[config.mk]
export PLATFORM = sky130hd
export DESIGN_NAME = board_memory
export DESIGN_NICKNAME = d
export VERILOG_FILES = /design/src/rtl/board_memory_pkg.sv /design/src/rtl/board_memory_win_line_rom.sv /design/src/rtl/board_memory.sv
export SDC_FILE = /design/constraint.sdc
export NUM_CORES = 1
export LEC_CHECK = 0
export CAP_MARGIN = 20
export CORE_MARGIN = 4
export CORE_UTILIZATION = 55
export DETAILED_ROUTE_END_ITERATION = 7
export GPL_TIMING_DRIVEN = 0
export PLACE_DENSITY_LB_ADDON = 0.05
export SYNTH_ARGS = -nofsm -noshare
export SYNTH_HDL_FRONTEND = slang
export SYNTH_SLANG_ARGS = --single-unit
[constraint.sdc]
create_clock -name ph1 -period 3.3 [get_ports ph1]
set_input_delay 0.495 -clock ph1 [delete_from_list [all_inputs] [get_ports ph1]]
set_output_delay 0.495 -clock ph1 [all_outputs]
set_load 0.005 [all_outputs]
[src/rtl/board_memory_pkg.sv]
// Types and constants shared by the game controller and the board memory.
// Cell encoding and winner codes line up so a winning cell value is also its winner code.
package board_memory_pkg;

    localparam int NUM_CELLS = 9;
    localparam int NUM_LINES = 8;
    localparam int BOARD_W   = 2 * NUM_CELLS;

    typedef enum logic [1:0] {
        CELL_EMPTY = 2'b00,
        CELL_X     = 2'b10,
        CELL_O     = 2'b11
    } cell_state_t;

    typedef enum logic [1:0] {
        NO_WIN = 2'b00,
        TIE    = 2'b01,
        WIN_X  = 2'b10,
        WIN_O  = 2'b11
    } winner_t;

    localparam logic [3:0] NO_WRITE_ADDR = 4'b1111;

    typedef enum logic [1:0] {
        IDLE = 2'b00,
        SCAN = 2'b01,
        DONE = 2'b10
    } board_state_t;

    // Indices outside 0..8 read as EMPTY so callers need no range guard.
    function automatic logic [1:0] cell_at(input logic [BOARD_W-1:0] board,
                                           input logic [3:0] idx);
        logic [1:0] val;
        val = CELL_EMPTY;
        for (int i = 0; i < NUM_CELLS; i++) begin
            if (idx == 4'(i)) val = board[2*i +: 2];
        end
        return val;
    endfunction

endpackage

[src/rtl/board_memory_win_line_rom.sv]
// Maps a winning-line index to its three cell indices: rows, then columns, then diagonals.
module win_line_rom (
    input  logic [2:0] line_idx,
    output logic [3:0] cell_a,
    output logic [3:0] cell_b,
    output logic [3:0] cell_c
);

    always_comb begin
        cell_a = 4'd0;
        cell_b = 4'd1;
        cell_c = 4'd2;
        case (line_idx)
            3'd0: begin cell_a = 4'd0; cell_b = 4'd1; cell_c = 4'd2; end
            3'd1: begin cell_a = 4'd3; cell_b = 4'd4; cell_c = 4'd5; end
            3'd2: begin cell_a = 4'd6; cell_b = 4'd7; cell_c = 4'd8; end
            3'd3: begin cell_a = 4'd0; cell_b = 4'd3; cell_c = 4'd6; end
            3'd4: begin cell_a = 4'd1; cell_b = 4'd4; cell_c = 4'd7; end
            3'd5: begin cell_a = 4'd2; cell_b = 4'd5; cell_c = 4'd8; end
            3'd6: begin cell_a = 4'd0; cell_b = 4'd4; cell_c = 4'd8; end
            3'd7: begin cell_a = 4'd2; cell_b = 4'd4; cell_c = 4'd6; end
            default: begin cell_a = 4'd0; cell_b = 4'd1; cell_c = 4'd2; end
        endcase
    end

endmodule

[src/rtl/board_memory.sv]
// Board storage with a serial win/tie scanner: one winning line is checked per cycle
// after each accepted move. Writes are only accepted in IDLE; anything else is dropped.
module board_memory
    import board_memory_pkg::*;
(
    input  logic                ph1,
    input  logic                reset,
    input  logic                newGame,
    input  logic [3:0]          addr,
    input  logic [1:0]          cellState,
    output logic [BOARD_W-1:0]  gBoard,
    output logic                gameIsDone,
    output logic [1:0]          winner,
    output logic                busy,
    output logic                writeRejected,
    output logic [3:0]          moveCount
);

    board_state_t       state_q, state_d;
    logic [2:0]         line_idx_q, line_idx_d;
    logic [BOARD_W-1:0] board_q, board_d;
    logic [3:0]         move_count_q, move_count_d;
    logic               done_q, done_d;
    winner_t            winner_q, winner_d;
    logic               busy_q, busy_d;
    logic               rejected_q, rejected_d;

    logic [3:0] idx_a, idx_b, idx_c;
    logic [1:0] val_a, val_b, val_c;
    logic       line_win;
    logic       write_req;
    logic       write_legal;

    win_line_rom u_win_line_rom (
        .line_idx (line_idx_q),
        .cell_a   (idx_a),
        .cell_b   (idx_b),
        .cell_c   (idx_c)
    );

    assign val_a    = cell_at(board_q, idx_a);
    assign val_b    = cell_at(board_q, idx_b);
    assign val_c    = cell_at(board_q, idx_c);
    assign line_win = (val_a != CELL_EMPTY) && (val_a == val_b) && (val_b == val_c);

    assign write_req   = (addr != NO_WRITE_ADDR);
    assign write_legal = (addr <= 4'd8) && (cell_at(board_q, addr) == CELL_EMPTY)
                         && (cellState != CELL_EMPTY);

    always_comb begin
        state_d      = state_q;
        line_idx_d   = line_idx_q;
        board_d      = board_q;
        move_count_d = move_count_q;
        done_d       = done_q;
        winner_d     = winner_q;
        busy_d       = busy_q;
        rejected_d   = 1'b0;

        case (state_q)
            IDLE: begin
                if (write_req) begin
                    if (write_legal) begin
                        for (int i = 0; i < NUM_CELLS; i++) begin
                            if (addr == 4'(i)) board_d[2*i +: 2] = cellState;
                        end
                        if (move_count_q != 4'(NUM_CELLS)) move_count_d = move_count_q + 4'd1;
                        line_idx_d = 3'd0;
                        state_d    = SCAN;
                        busy_d     = 1'b1;
                    end else begin
                        rejected_d = 1'b1;
                    end
                end
            end
            SCAN: begin
                rejected_d = write_req;
                // The win check comes first so a ninth-move win reports the player.
                if (line_win) begin
                    state_d  = DONE;
                    winner_d = winner_t'(val_a);
                    done_d   = 1'b1;
                end else if (line_idx_q != 3'(NUM_LINES - 1)) begin
                    line_idx_d = line_idx_q + 3'd1;
                end else if (move_count_q == 4'(NUM_CELLS)) begin
                    state_d  = DONE;
                    winner_d = TIE;
                    done_d   = 1'b1;
                end else begin
                    state_d = IDLE;
                    busy_d  = 1'b0;
                end
            end
            DONE: begin
                rejected_d = write_req;
            end
            default: begin
                state_d = IDLE;
            end
        endcase

        // A new game silently swallows any write presented alongside it.
        if (newGame) begin
            state_d      = IDLE;
            line_idx_d   = 3'd0;
            board_d      = '0;
            move_count_d = 4'd0;
            done_d       = 1'b0;
            winner_d     = NO_WIN;
            busy_d       = 1'b0;
            rejected_d   = 1'b0;
        end
    end

    always_ff @(posedge ph1) begin
        if (reset) begin
            state_q      <= IDLE;
            line_idx_q   <= 3'd0;
            board_q      <= '0;
            move_count_q <= 4'd0;
            done_q       <= 1'b0;
            winner_q     <= NO_WIN;
            busy_q       <= 1'b0;
            rejected_q   <= 1'b0;
        end else begin
            state_q      <= state_d;
            line_idx_q   <= line_idx_d;
            board_q      <= board_d;
            move_count_q <= move_count_d;
            done_q       <= done_d;
            winner_q     <= winner_d;
            busy_q       <= busy_d;
            rejected_q   <= rejected_d;
        end
    end

    assign gBoard        = board_q;
    assign gameIsDone    = done_q;
    assign winner        = winner_q;
    assign busy          = busy_q;
    assign writeRejected = rejected_q;
    assign moveCount     = move_count_q;

endmodule

After elaboration in Yosys (flattened, before gate mapping) --
Memories as Yosys holds them, arrays and structs flattened. A register that Yosys moved wholly into a read port is not among the register bits. Cells that the tools add are included.
Storage, ports and cells: input bits 9, RAM bits 0, output and inout bits 27, ROM bits 80, word-level logic and storage cells 163, bits in latches 0, register bits after elaboration 32, memories kept 1
Cells by class: div/mod/pow operators 0, shift-type cells 0, muxes and demuxes 64, order comparisons 1, reductions and logical operators 30, multiply operators 0, add/subtract/negate cells 2, equality and inequality tests 48, bitwise operators 1
Memory list:
- (name not given) | depth 8, width 10, rd ports 1, clocked after Yosys merged registers in 1, wr ports 0, line board_memory_win_line_rom.sv:13 | case (line_idx)
Operators by type and width (count):
- $mux W2 | 44
- $eq A4 B3 Y1 const B | 16
- $reduce_and A4 Y1 | 11
- $eq A4 B2 Y1 const B | 8
- $eq A4 B4 Y1 const B | 5
- $mux W3 | 6
- $eq A4 B1 Y1 const B | 4
- $logic_not A4 Y1 | 4
- $ne A2 B2 Y1 const B | 7
- $mux W1 | 10
- $ne A4 B4 Y1 const B | 2
- $reduce_bool A2 Y1 | 4
- $ne A3 B3 Y1 const B | 2
- $pmux W2 S3 | 1
- $pmux W3 S2 | 1
- $reduce_and A6 Y1 | 1
- $reduce_and A5 Y1 | 1
- $add A4 B1 Y4 const B | 1
- $eq A2 B2 Y1 | 2
- $le A4 B4 Y1 const B | 1
- $logic_and A1 B1 Y1 | 4
- $logic_not A2 Y1 | 2
- $pmux W1 S2 | 2
- $reduce_or A2 Y1 | 2
- 5 further kinds | 5

Depth between registers and ports, before layout --
Gate-level depths: netlist of the first run.
depth in word-level cells 18, gate-level depth with buffers 15, depth with buffers taken out 13

Hierarchy --
From an unflattened synthesis of the first run, not the netlist that was laid out.
Second synthesis, totals: cells, all modules 306, area total of the unflattened synthesis 2489.9 µm²
Modules (own cells, without submodules):
- board_memory | seq. area each 640.6 µm², cells each 282, times used 1, area an instance 2327.2 µm²
- win_line_rom | seq. area each 0.0 µm², cells each 24, times used 1, area an instance 162.7 µm²

Worst setup path after synthesis of the first run --
No wires, ideal clock.
kind input to register, from input addr[1], to register u_win_line_rom.cell_b[2] (netlist name), buffers on the path 2, arrival time 2.861 ns, path slack 0.316 ns, setup time 0.123 ns, stages on the path 13, required time 3.177 ns, path through buf_2 -> and2_1 -> clkbuf_1 -> a31o_2 -> nor4_1 -> a22oi_2 -> nand2_2 -> o211ai_2 -> inv_1 -> nand4_1 -> a21o_1 -> ha_1 -> or2_2
Between the ends: word-level cells in the longest chain between the ends 17, elaborated cells on any way between the ends 28, classes of those cells order compare (1); eq/ne (11); mux (11); reduce/logical (5)
Ends and longest elaborated chain:
- start: declaration | line board_memory.sv:9 | input logic [3:0] addr,
- $logic_not A4 Y1 | line board_memory_pkg.sv:36 | if (idx == 4'(i)) val = board[2*i +: 2];
- $mux W2 (9 in series) | line board_memory_pkg.sv:36
- $logic_not A2 Y1 | line board_memory.sv:47 | assign write_legal = (addr <= 4'd8) && (cell_at(board_q, addr) == CELL_EMPTY)
- $logic_and A1 B1 Y1 | line board_memory.sv:47
- $logic_and A1 B1 Y1 | line board_memory.sv:48 | && (cellState != CELL_EMPTY);
- $ne A2 B2 Y1 (no line)
- $reduce_and A5 Y1 (no line) (*)
- $mux W3 (no line) (*) (2 in series)
Every way passes the cells marked *; elsewhere a longest branch is shown, timed or not. A chain may end at the register's enable or synchronous reset.

Final worst setup path of the first run --
from register u_win_line_rom.cell_c[0] (netlist name), to register u_win_line_rom.cell_c[2] (netlist name)
Between the ends: word-level cells in the longest chain between the ends 16, elaborated cells on any way between the ends 24, classes of those cells eq/ne (10); mux (11); reduce/logical (3)
Ends and longest elaborated chain:
- $logic_not A4 Y1 | line board_memory_pkg.sv:36
- $mux W2 (8 in series) | line board_memory_pkg.sv:36
- $mux W2 (*) | line board_memory_pkg.sv:36
- $eq A2 B2 Y1 (*) | line board_memory.sv:44 | assign line_win = (val_a != CELL_EMPTY) && (val_a == val_b) && (val_b == val_c);
- $logic_and A1 B1 Y1 (*) | line board_memory.sv:44
- $ne A2 B2 Y1 (no line) (*)
- $reduce_and A5 Y1 (no line) (*)
- $mux W3 (no line) (*) (2 in series)
Marked as above.

==> flow_summary.json, run 1 <==
{
  "drc": 0,
  "holdCritPathClass": "reg -> reg",
  "drive_above_1_share": 0.1585,
  "fmaxAchievable_mhz": 322.9,
  "synth_edf_count": 0,
  "final_util": 0.7227,
  "yosysSeqAreaShare": 0.3178,
  "gp_congestion": 0.9131,
  "fin_crit_sh": 0.9384,
  "port_buffers": 34,
  "synthTopCellsByArea": "dfxtp_1, ha_1, a41oi_1",
  "grt_remaining_overflow": 0,
  "cts-root-buf": "clkbuf_8",
  "holdPathStages": 1,
  "arrival_ps": 3270,
  "hold_start": "gameIsDone$_SDFFE_PP0P_",
  "async_flop_share": 0,
  "skew_ps": 7.970,
  "synthCells": 300,
  "pwr-share-comb": 0.145,
  "timing.final.max_slew_violations": 0,
  "synth_top_cell_by_area": "dfxtp_1",
  "ys_seq_elements": 41,
  "coreArea_um2": 4444,
  "chipWidth_um": 76.53,
  "grt_pass1_vias": 2280,
  "track_usage": 0.2286,
  "internal_power_mw": 0.7105,
  "antenna_cells": 0,
  "pwr-share-seq": 0.520,
  "status": "complete, no violations",
  "synth_warnings": 0,
  "max-slew-margin-rel": 0.5984,
  "syn2layout_area_growth_pct": 24.37,
  "final_antenna_net_count": 0,
  "routed_wl_um": 6597,
  "netlist_area_um2": 2582,
  "wire_per_inst_um": 16.53,
  "floorplan.initialDensity": 0.5811,
  "worstPathRequired_ps": 3480,
  "worst_slew_pin_slew_ps": 602.5,
  "synth_area_per_cell_um2": 8.608,
  "r2r_cells": 13,
  "holdPathEnd": "gameIsDone$_SDFFE_PP0P_",
  "power_switching_share": 0.2745,
  "reg2reg_to": "u_win_line_rom.cell_c[2]$_DFF_P_",
  "p_per_area_nw_per_um2": 304.9,
  "switchingPower_mw": 0.2688,
  "startpoint_type": "register",
  "ctsHtreeMaxLevel": 2,
  "max_cap_violations": 0,
  "cts_tree": "done",
  "clockPowerShare": 0.336,
  "setup_violations": 0,
  "clk_pin_slew_ps": 80,
  "yosysTopAreaCellShare": 0.3178,
  "reg2reg_slack_ps": 200,
  "ir_drop_uv": 248.5,
  "numCtsBuffers": 5,
  "critPathKind": "reg -> reg",
  "cts.path.max_buffers": 2,
  "synthFlopType": "dfxtp_1",
  "vias_per_cell": 6.078,
  "fill_cells": 344,
  "ys_types": 57,
  "vias": 2425,
  "drt-initial-drc-count": 171,
  "hold_viol": 0,
  "grt_max_degree": 15,
  "fp.dieH_um": 76.53,
  "min_period_ps": 3097,
  "core.rowCount": 24,
  "worstReg2RegStart": "u_win_line_rom.cell_c[0]$_DFF_P_",
  "tns_ps": 0,
  "drt_first_pass_iters": 4,
  "cp_max_fo": 10,
  "power.leakage_nw": 1.156,
  "finalNetCount": 367,
  "syn_nets": 321,
  "top_level_ports": 36,
  "end_kind": "register",
  "antenna_found_initial": 0,
  "grt_pass1_wl_um": 11180,
  "dpl.hpwl_um": 4790,
  "dieArea_um2": 5856,
  "cts.sinks": 41,
  "clk-insertion-delay-late_ps": 290
}
==> worst max path at each step <==
stage,slack [ps],start,cells past startpoint,end
5_1_grt,-6,u_win_line_rom.cell_c[0]$_DFF_P_,13,u_win_line_rom.cell_c[2]$_DFF_P_
4_1_cts,20,addr[0],15,u_win_line_rom.cell_c[2]$_DFF_P_
3_5_place_dp,-550,addr[3],14,u_win_line_rom.cell_c[2]$_DFF_P_
6_report,200,u_win_line_rom.cell_c[0]$_DFF_P_,13,u_win_line_rom.cell_c[2]$_DFF_P_
2_1_floorplan,320,addr[1],13,u_win_line_rom.cell_b[2]$_SDFF_PP1_
3_3_place_gp,-520,addr[3],14,u_win_line_rom.cell_c[2]$_DFF_P_
==> cell type report <==
class	instances	area, um2	area share
tap	52	65.06	0.02026
timing repair buffer	40	392.9	0.1223
inverter	10	37.54	0.01169
multi-input combinational	229	1704	0.5306
buffer	19	101.3	0.03155
clock inverter	3	21.27	0.006623
sequential	41	820.8	0.2556
clock buffer	5	68.82	0.02143
==> per-layer routing <==
| layer | wire length (um) | GRT usage |
|---|---|---|
| met1 | 3082 | 0.2996 |
| met2 | 3020 | 0.3893 |
| met3 | 376 | 0.04137 |
| met4 | 117 | 0.05254 |
| met5 | 0 | 0 |
==> cells in the final DEF (no fill, tap or decap), types with 7 or more instances in the layout <==
cell | Yosys | final
a21oi_1 | 17 | 17
nand2_1 | 16 | 16
nor2_1 | 35 | 34
dfxtp_1 | 41 | 41
a41oi_1 | 15 | 15
o211ai_1 | 7 | 7
inv_1 | 10 | 10
nor2b_1 | 7 | 7
clkdlybuf4s50_1 | 0 | 31
o21ai_0 | 10 | 8
mux2i_1 | 11 | 11
clkbuf_1 | 11 | 8
ha_1 | 12 | 11
buf_4 | 3 | 9
==> Yosys cell counts, drive strengths merged, types with 3 or more instances <==
cell type	n
buf	9
nand4	5
nor3b	4
nand3	6
a21oi	18
nor2b	7
nor3	5
nor2	35
a21o	5
xor2	3
dfxtp	41
nand3b	6
nor4b	5
mux2	3
inv	10
o211ai	8
nand2b	6
clkbuf	11
o21ai	11
and2	3
mux2i	11
and3	3
nand2	17
or2	4
ha	12
a21boi	3
a41oi	15
a31oi	3
a31o	3
o31ai	3
==> logic make-up (layout without fill, tap and decap cells) <==
| group | count (synthesis) | after routing | synth area share |
|---|---|---|---|
| AO/OA/AOI/OAI | 87 | 87 | 0.2573 |
| XOR/XNOR | 3 | 3 | 0.01018 |
| adder cells (fa/ha/maj) | 12 | 12 | 0.05814 |
| buffers and inverters | 30 | 77 | 0.05087 |
| flip-flops | 41 | 41 | 0.3178 |
| multiplexers | 16 | 16 | 0.07316 |
| AND/OR/NAND/NOR | 111 | 111 | 0.2326 |
==> through the flow <==
step / area (um2) / instances / hold WS [ps] / power, mW / worst slack (ps)
2_1_floorplan: 2582 / 300 / 471.0 / 0.6023 / 315.5
3_3_place_gp: 2988 / 386 / 469.6 / 0.6421 / -516.6
4_1_cts: 3136 / 395 / 492.3 / 0.9757 / 18.58
6_report: 3212 / 399 / 485.9 / 0.9792 / 203.4
5_1_grt: 3212 / 399 / 528.9 / 1.030 / -5.977
3_5_place_dp: 2988 / 386 / 469.1 / 0.6447 / -547.6
==> power by group through the flow <==
stage               clock network, mW  registers (mW)  logic, mW
CTS                             0.335           0.509      0.132
global route                    0.365           0.510      0.155
floorplan                           0           0.519     0.0836
global placement                    0           0.520      0.122
detailed placement                  0           0.520      0.124
finish                          0.329           0.509      0.141
==> sequential cells by signal (all words and copies together), names as in the netlist <==
signal / flops
busy: 1
gBoard: 18
gameIsDone: 1
line_idx_q: 3
moveCount: 4
state_q: 2
u_win_line_rom.cell_a: 2
u_win_line_rom.cell_b: 3
u_win_line_rom.cell_c: 4
winner: 2
writeRejected: 1
==> critical path, stage by stage (launching register included) <==
cell and delay [ps]:
dfxtp_1 360, buf_4 190, nor4b_2 380, a32oi_1 160, a221oi_2 360, buf_4 180
a22oi_4 120, nor2b_1 220, o21ai_1 140, a21o_1 230, ha_4 290, inv_1 60
a21o_1 150, o211a_1 140
==> timing repair <==
action	4_1_cts	5_1_grt
hold buffers	0	0
endpoints found under the setup margin	4	6
buffers inserted	1	5
cloned	0	0
pin swaps	1	7
gates resized for setup	11	14
(Power assumes the default switching activity.)
==> run 2: changes to the inputs <==
Clock period 3.3 ns to 4 ns, I/O delays scaled along.
==> run 2 against run 1 <==
Via count shrank 1.5%. Sequential cell count is the same. Global-route usage shrank 0.40 points. Hold slack is essentially flat. Sequential power shrank 17%.
==> flow_summary.json, run 2 (same netlist as run 1, synthesis figures left out) <==
{
  "critPathKind": "in -> reg",
  "clk-insertion-delay-late_ps": 290,
  "top_usage_layer": "met2",
  "port_buffers": 34,
  "reg2reg_to": "u_win_line_rom.cell_c[2]$_DFF_P_",
  "timing.final.max_slew_violations": 0,
  "post_cts_buffers": 0,
  "cts.hold.buffers_added": 0,
  "track_usage": 0.2246,
  "drc": 0,
  "min_period_ps": 3628,
  "cp_max_fo": 10,
  "holdCritPathClass": "reg -> reg",
  "reg2reg_slack_ps": 700,
  "top_level_ports": 36,
  "ctsHtreeMaxLevel": 2,
  "fin_total_pwr_mw": 0.7934,
  "arrival_ps": 3800,
  "grt_max_degree": 15,
  "critPathSlowestCell": "clkdlybuf4s50_1",
  "hold_viol": 0,
  "cts.path.max_buffers": 2,
  "path_cells": "clkdlybuf4s50_1, nor2b_1, clkbuf_1, nor4b_1, nor4_1, a22oi_2, nand2_2, a21boi_0, a21oi_1, nand3_1, nand2_1, ha_1, inv_1, a21o_1, o211a_1",
  "use_met3": 0.04137,
  "p_per_area_nw_per_um2": 257.8,
  "coreArea_um2": 4444,
  "end_kind": "register",
  "grt_pass1_vias": 2250,
  "worst_slew_pin_slew_ps": 690.0,
  "grt_pass1_wl_um": 10980,
  "grt_remaining_overflow": 0,
  "clk_pin_slew_ps": 80,
  "drive_above_1_share": 0.1082,
  "layout_common_cells": "dfxtp_1, nor2_1, clkdlybuf4s50_1, a21oi_1, nand2_1",
  "postPlaceCellArea_um2": 2988,
  "max_stage_delay_ps": 550,
  "core.rowCount": 24,
  "antenna_cells": 0,
  "critPathTopFamily": "simple AND/OR/NAND/NOR gates",
  "fmaxAchievable_mhz": 275.7,
  "wire_per_inst_um": 16.31,
  "final_common_cell": "dfxtp_1",
  "chipWidth_um": 76.53,
  "setup_violations": 0,
  "cts-root-buf": "clkbuf_8",
  "startpoint_type": "input pin",
  "gr-usage-met1": 0.2945,
  "cts_tree": "done",
  "cts_resized": 0,
  "routed_wl_um": 6426,
  "largest_reg_flops": 18,
  "cts.sinks": 41,
  "skew_ps": 7.737,
  "r2r_cells": 14,
  "numCtsBuffers": 5,
  "tns_ps": 0,
  "ir_drop_uv": 197.4,
  "vias_per_cell": 6.063,
  "worstReg2RegStart": "u_win_line_rom.cell_c[0]$_DFF_P_",
  "drt_first_pass_iters": 4,
  "final_cells": 394,
  "holdPathEnd": "gameIsDone$_SDFFE_PP0P_",
  "syn2layout_area_growth_pct": 19.19,
  "vias": 2389,
  "power.leakage_nw": 1.070,
  "grt_use_met2": 0.3822,
  "antenna_found_initial": 0,
  "fill_cells": 362,
  "holdPathStages": 1,
  "rsz0062_at_grt": "no",
  "gp_congestion": 0.9131,
  "crit_buf_inv": 3,
  "max_cap_violations": 0,
  "dieArea_um2": 5856,
  "hold_start": "gameIsDone$_SDFFE_PP0P_",
  "fp.dieH_um": 76.53,
  "worstPathRequired_ps": 4180,
  "drt-initial-drc-count": 196,
  "floorplan.initialDensity": 0.5811,
  "dpl.hpwl_um": 4790,
  "status": "complete, no violations",
  "final_antenna_net_count": 0,
  "fin_crit_sh": 0.9069,
  "finalNetCount": 362,
  "design_area_um2": 3078,
  "max-slew-margin-rel": 0.5335,
  "dpl.cell_count": 386
}
## run 2: worst reg2reg max path: cells and delay by family, from the launching register on
family / cells / cell delay (ps)
adders and majority gates: 1 / 340
buffers and inverters: 2 / 300
and+or+nand+nor: 3 / 770
DFF: 1 / 430
AOI/OAI and AO/OA: 8 / 1360
## run 2: layout make-up
cell class	count	area [um2]	share of cell area
Buffer	20	93.84	0.03049
Clock buffer	5	68.82	0.02236
Clock inverter	3	21.27	0.006911
Inverter	10	37.54	0.01220
Multi-Input combinational cell	229	1630	0.5297
Sequential cell	41	820.8	0.2667
Tap cell	52	65.06	0.02114
Timing Repair Buffer	34	340.3	0.1106
## run 2: worst max-delay path by stage
stage,startpoint,slack [ps],endpoint,depth (start not counted)
after detailed placement,addr[3],50,u_win_line_rom.cell_c[2]$_DFF_P_,14
after global routing,addr[3],90,u_win_line_rom.cell_c[2]$_DFF_P_,14
final,addr[2],370,u_win_line_rom.cell_c[2]$_DFF_P_,15
after CTS,addr[3],390,u_win_line_rom.cell_c[2]$_DFF_P_,14
after global placement,addr[3],80,u_win_line_rom.cell_c[2]$_DFF_P_,14
after floorplan,addr[1],910,u_win_line_rom.cell_b[2]$_SDFF_PP1_,13
## run 2: power breakdown
| group | internal [mW] | total [mW] | switching [mW] |
|---|---|---|---|
| clock network | 0.124 | 0.270 | 0.146 |
| logic | 0.0415 | 0.104 | 0.0622 |
| registers | 0.413 | 0.420 | 0.00649 |
## run 2: stage by stage
| step | util | hold WS, ps | setup WS (ps) |
|---|---|---|---|
| detailed placement | 0.6723 | 469.1 | 47.41 |
| global route | 0.6926 | 528.9 | 91.45 |
| floorplan | - | 471.0 | 910.5 |
| global placement | 0.6723 | 469.6 | 78.41 |
| CTS | 0.6926 | 492.3 | 388.9 |
| finish | 0.6926 | 485.7 | 372.3 |
## run 2: layer usage
layer,wire (um),share of wire
met2,2928,0.46
met3,348,0.054
met1,3022,0.47
met5,0,0
met4,126,0.020
==> run 3: changes to the inputs <==
Settings changed: DONT_BUFFER_PORTS set to 1.
==> run 3 against run 2 <==
Critical path depth decreased by 1. Fmax grew 8.2%. Sequential power about the same. Clock power grew 5%. Total power down 0.22%. Die area did not move. Cell area decreased by 11%. Combinational power fell by 15%. First-iteration DRC count up 4.1%. Global-route usage is 0.33 points higher. Critical path type is now reg -> reg. Largest cell class unchanged. Largest power group unchanged. Highest routed layer unchanged.
==> flow_summary.json, run 3 (same netlist as run 1, synthesis figures left out) <==
{
  "design_area_um2": 2741,
  "critPathTopFamily": "compound AO/OA/AOI/OAI gates",
  "pre_cts_ws_ps": 466.1,
  "postPlaceCellArea_um2": 2648,
  "top_level_ports": 36,
  "arrival_ps": 3530,
  "drt_first_pass_iters": 4,
  "vias": 2306,
  "antenna_cells": 0,
  "finalNetCount": 328,
  "hold_viol": 0,
  "crit_buf_inv": 2,
  "fill_cells": 413,
  "track_usage": 0.2279,
  "drc": 0,
  "cts.path.max_buffers": 2,
  "chipWidth_um": 76.53,
  "cts-root-buf": "clkbuf_8",
  "clockPowerShare": 0.358,
  "antenna_found_initial": 0,
  "critPathKind": "reg -> reg",
  "cts_resized": 0,
  "layout_setup_ws_ps": 646.7,
  "cts.sinks": 41,
  "grt_remaining_overflow": 0,
  "grt_pass1_wl_um": 10870,
  "final_antenna_net_count": 0,
  "gp_congestion": 0.8622,
  "holdWs_ps": 507.7,
  "grt_pass1_vias": 2113,
  "ctsHtreeMaxLevel": 2,
  "syn2layout_area_growth_pct": 6.153,
  "fin_crit_sh": 0.8383,
  "final_common_cell": "dfxtp_1",
  "holdCritPathClass": "reg -> reg",
  "skew_ps": 11.90,
  "numCtsBuffers": 5,
  "vias_per_cell": 6.406,
  "max_stage_delay_ps": 420,
  "port_buffers": 0,
  "pwr-share-comb": 0.111,
  "power.leakage_nw": 0.9508,
  "switchingPower_mw": 0.2211,
  "dpl.hpwl_um": 4744,
  "startpoint_type": "register",
  "largest_reg_flops": 18,
  "core.rowCount": 24,
  "clk_pin_slew_ps": 80,
  "p_per_area_nw_per_um2": 288.8,
  "path_cells": "buf_4, nand3b_1, o21ai_0, a211oi_1, o21ai_0, nor3_1, a22oi_4, nor2b_1, o21ai_1, a21o_1, ha_1, inv_1, a21o_1, o211a_1",
  "rsz0062_at_grt": "no",
  "fmaxAchievable_mhz": 298.2,
  "internal_power_mw": 0.5705,
  "drive_above_1_share": 0.1201,
  "coreArea_um2": 4444,
  "routed_wl_um": 6495,
  "power_switching_share": 0.2793,
  "cp_max_fo": 10,
  "status": "complete, no violations",
  "cts_tree": "done",
  "max-slew-margin-rel": 0.5037,
  "cts.hold.buffers_added": 0,
  "clk-insertion-delay-late_ps": 300,
  "drt-initial-drc-count": 204,
  "layout_common_cells": "dfxtp_1, nor2_1, a21oi_1, nand2_1, a41oi_1",
  "pwr-share-seq": 0.531,
  "wire_per_inst_um": 18.04,
  "max_cap_violations": 0,
  "min_period_ps": 3353,
  "dieArea_um2": 5856,
  "ir_drop_uv": 254.5,
  "grt_max_degree": 16,
  "critPathSlowestCell": "dfxtp_1",
  "worstPathRequired_ps": 4170,
  "fp.dieH_um": 76.53,
  "tns_ps": 0,
  "floorplan.initialDensity": 0.5811,
  "timing.final.max_slew_violations": 0,
  "post_cts_buffers": 0,
  "worst_slew_pin_slew_ps": 734.1,
  "end_kind": "register",
  "setup_violations": 0
}
run 3: cell count changes in the layout (fill, tap and decap cells not counted):
cell,previous run,this run
inv_6,1,2
clkdlybuf4s50_1,34,0
clkinv_2,1,0
run 3: power by group through the flow:
stage          registers, mW  clock network (mW)  logic, mW
6_report               0.420               0.283     0.0881
5_1_grt                0.422               0.304     0.0974
4_1_cts                0.421               0.289     0.0872
3_5_place_dp           0.430                   0     0.0865
3_3_place_gp           0.430                   0     0.0856
2_1_floorplan          0.428                   0     0.0690
run 3: cell type report:
| type | instances | area, um2 | share of cell area |
|---|---|---|---|
| clock buffers | 5 | 68.82 | 0.02510 |
| flip-flops and latches | 41 | 820.8 | 0.2994 |
| inverters | 10 | 37.54 | 0.01369 |
| multi-input cells | 229 | 1630 | 0.5947 |
| clock inverters | 3 | 25.02 | 0.009128 |
| well taps | 52 | 65.06 | 0.02373 |
| plain buffers | 20 | 93.84 | 0.03423 |
run 3: path summary, 6_finish.rpt:
kind / start / endpoint / slack (ps) / cells past startpoint
max reg2reg: u_win_line_rom.cell_c[0]$_DFF_P_ / u_win_line_rom.cell_c[2]$_DFF_P_ / 650 / 14
max: u_win_line_rom.cell_c[0]$_DFF_P_ / u_win_line_rom.cell_c[2]$_DFF_P_ / 650 / 14
min: busy$_SDFFE_PP0P_ / busy$_SDFFE_PP0P_ / 510 / 2
min reg2reg: busy$_SDFFE_PP0P_ / busy$_SDFFE_PP0P_ / 510 / 2
run 3: routing by layer:
layer	GRT usage	part of all wire
met4	0.07065	0.015
met2	0.3524	0.47
met1	0.3140	0.46
met3	0.05201	0.055
met5	0	0
run 3: worst reg2reg max path: stages, from the launching register on:
cell and delay, ps:
dfxtp_1 420, buf_4 210, nand3b_1 110, o21ai_0 100
a211oi_1 250, o21ai_0 190, nor3_1 420, a22oi_4 200
nor2b_1 230, o21ai_1 150, a21o_1 250, ha_1 330
inv_1 70, a21o_1 160, o211a_1 150
run 3: stage by stage:
stage | util | power (mW) | cells
finish | 0.6168 | 0.7917 | 360
global route | 0.6168 | 0.8232 | 360
CTS | 0.6168 | 0.7971 | 360
detailed placement | 0.5957 | 0.5167 | 352
global placement | 0.5957 | 0.5157 | 352
floorplan | - | 0.4969 | 300
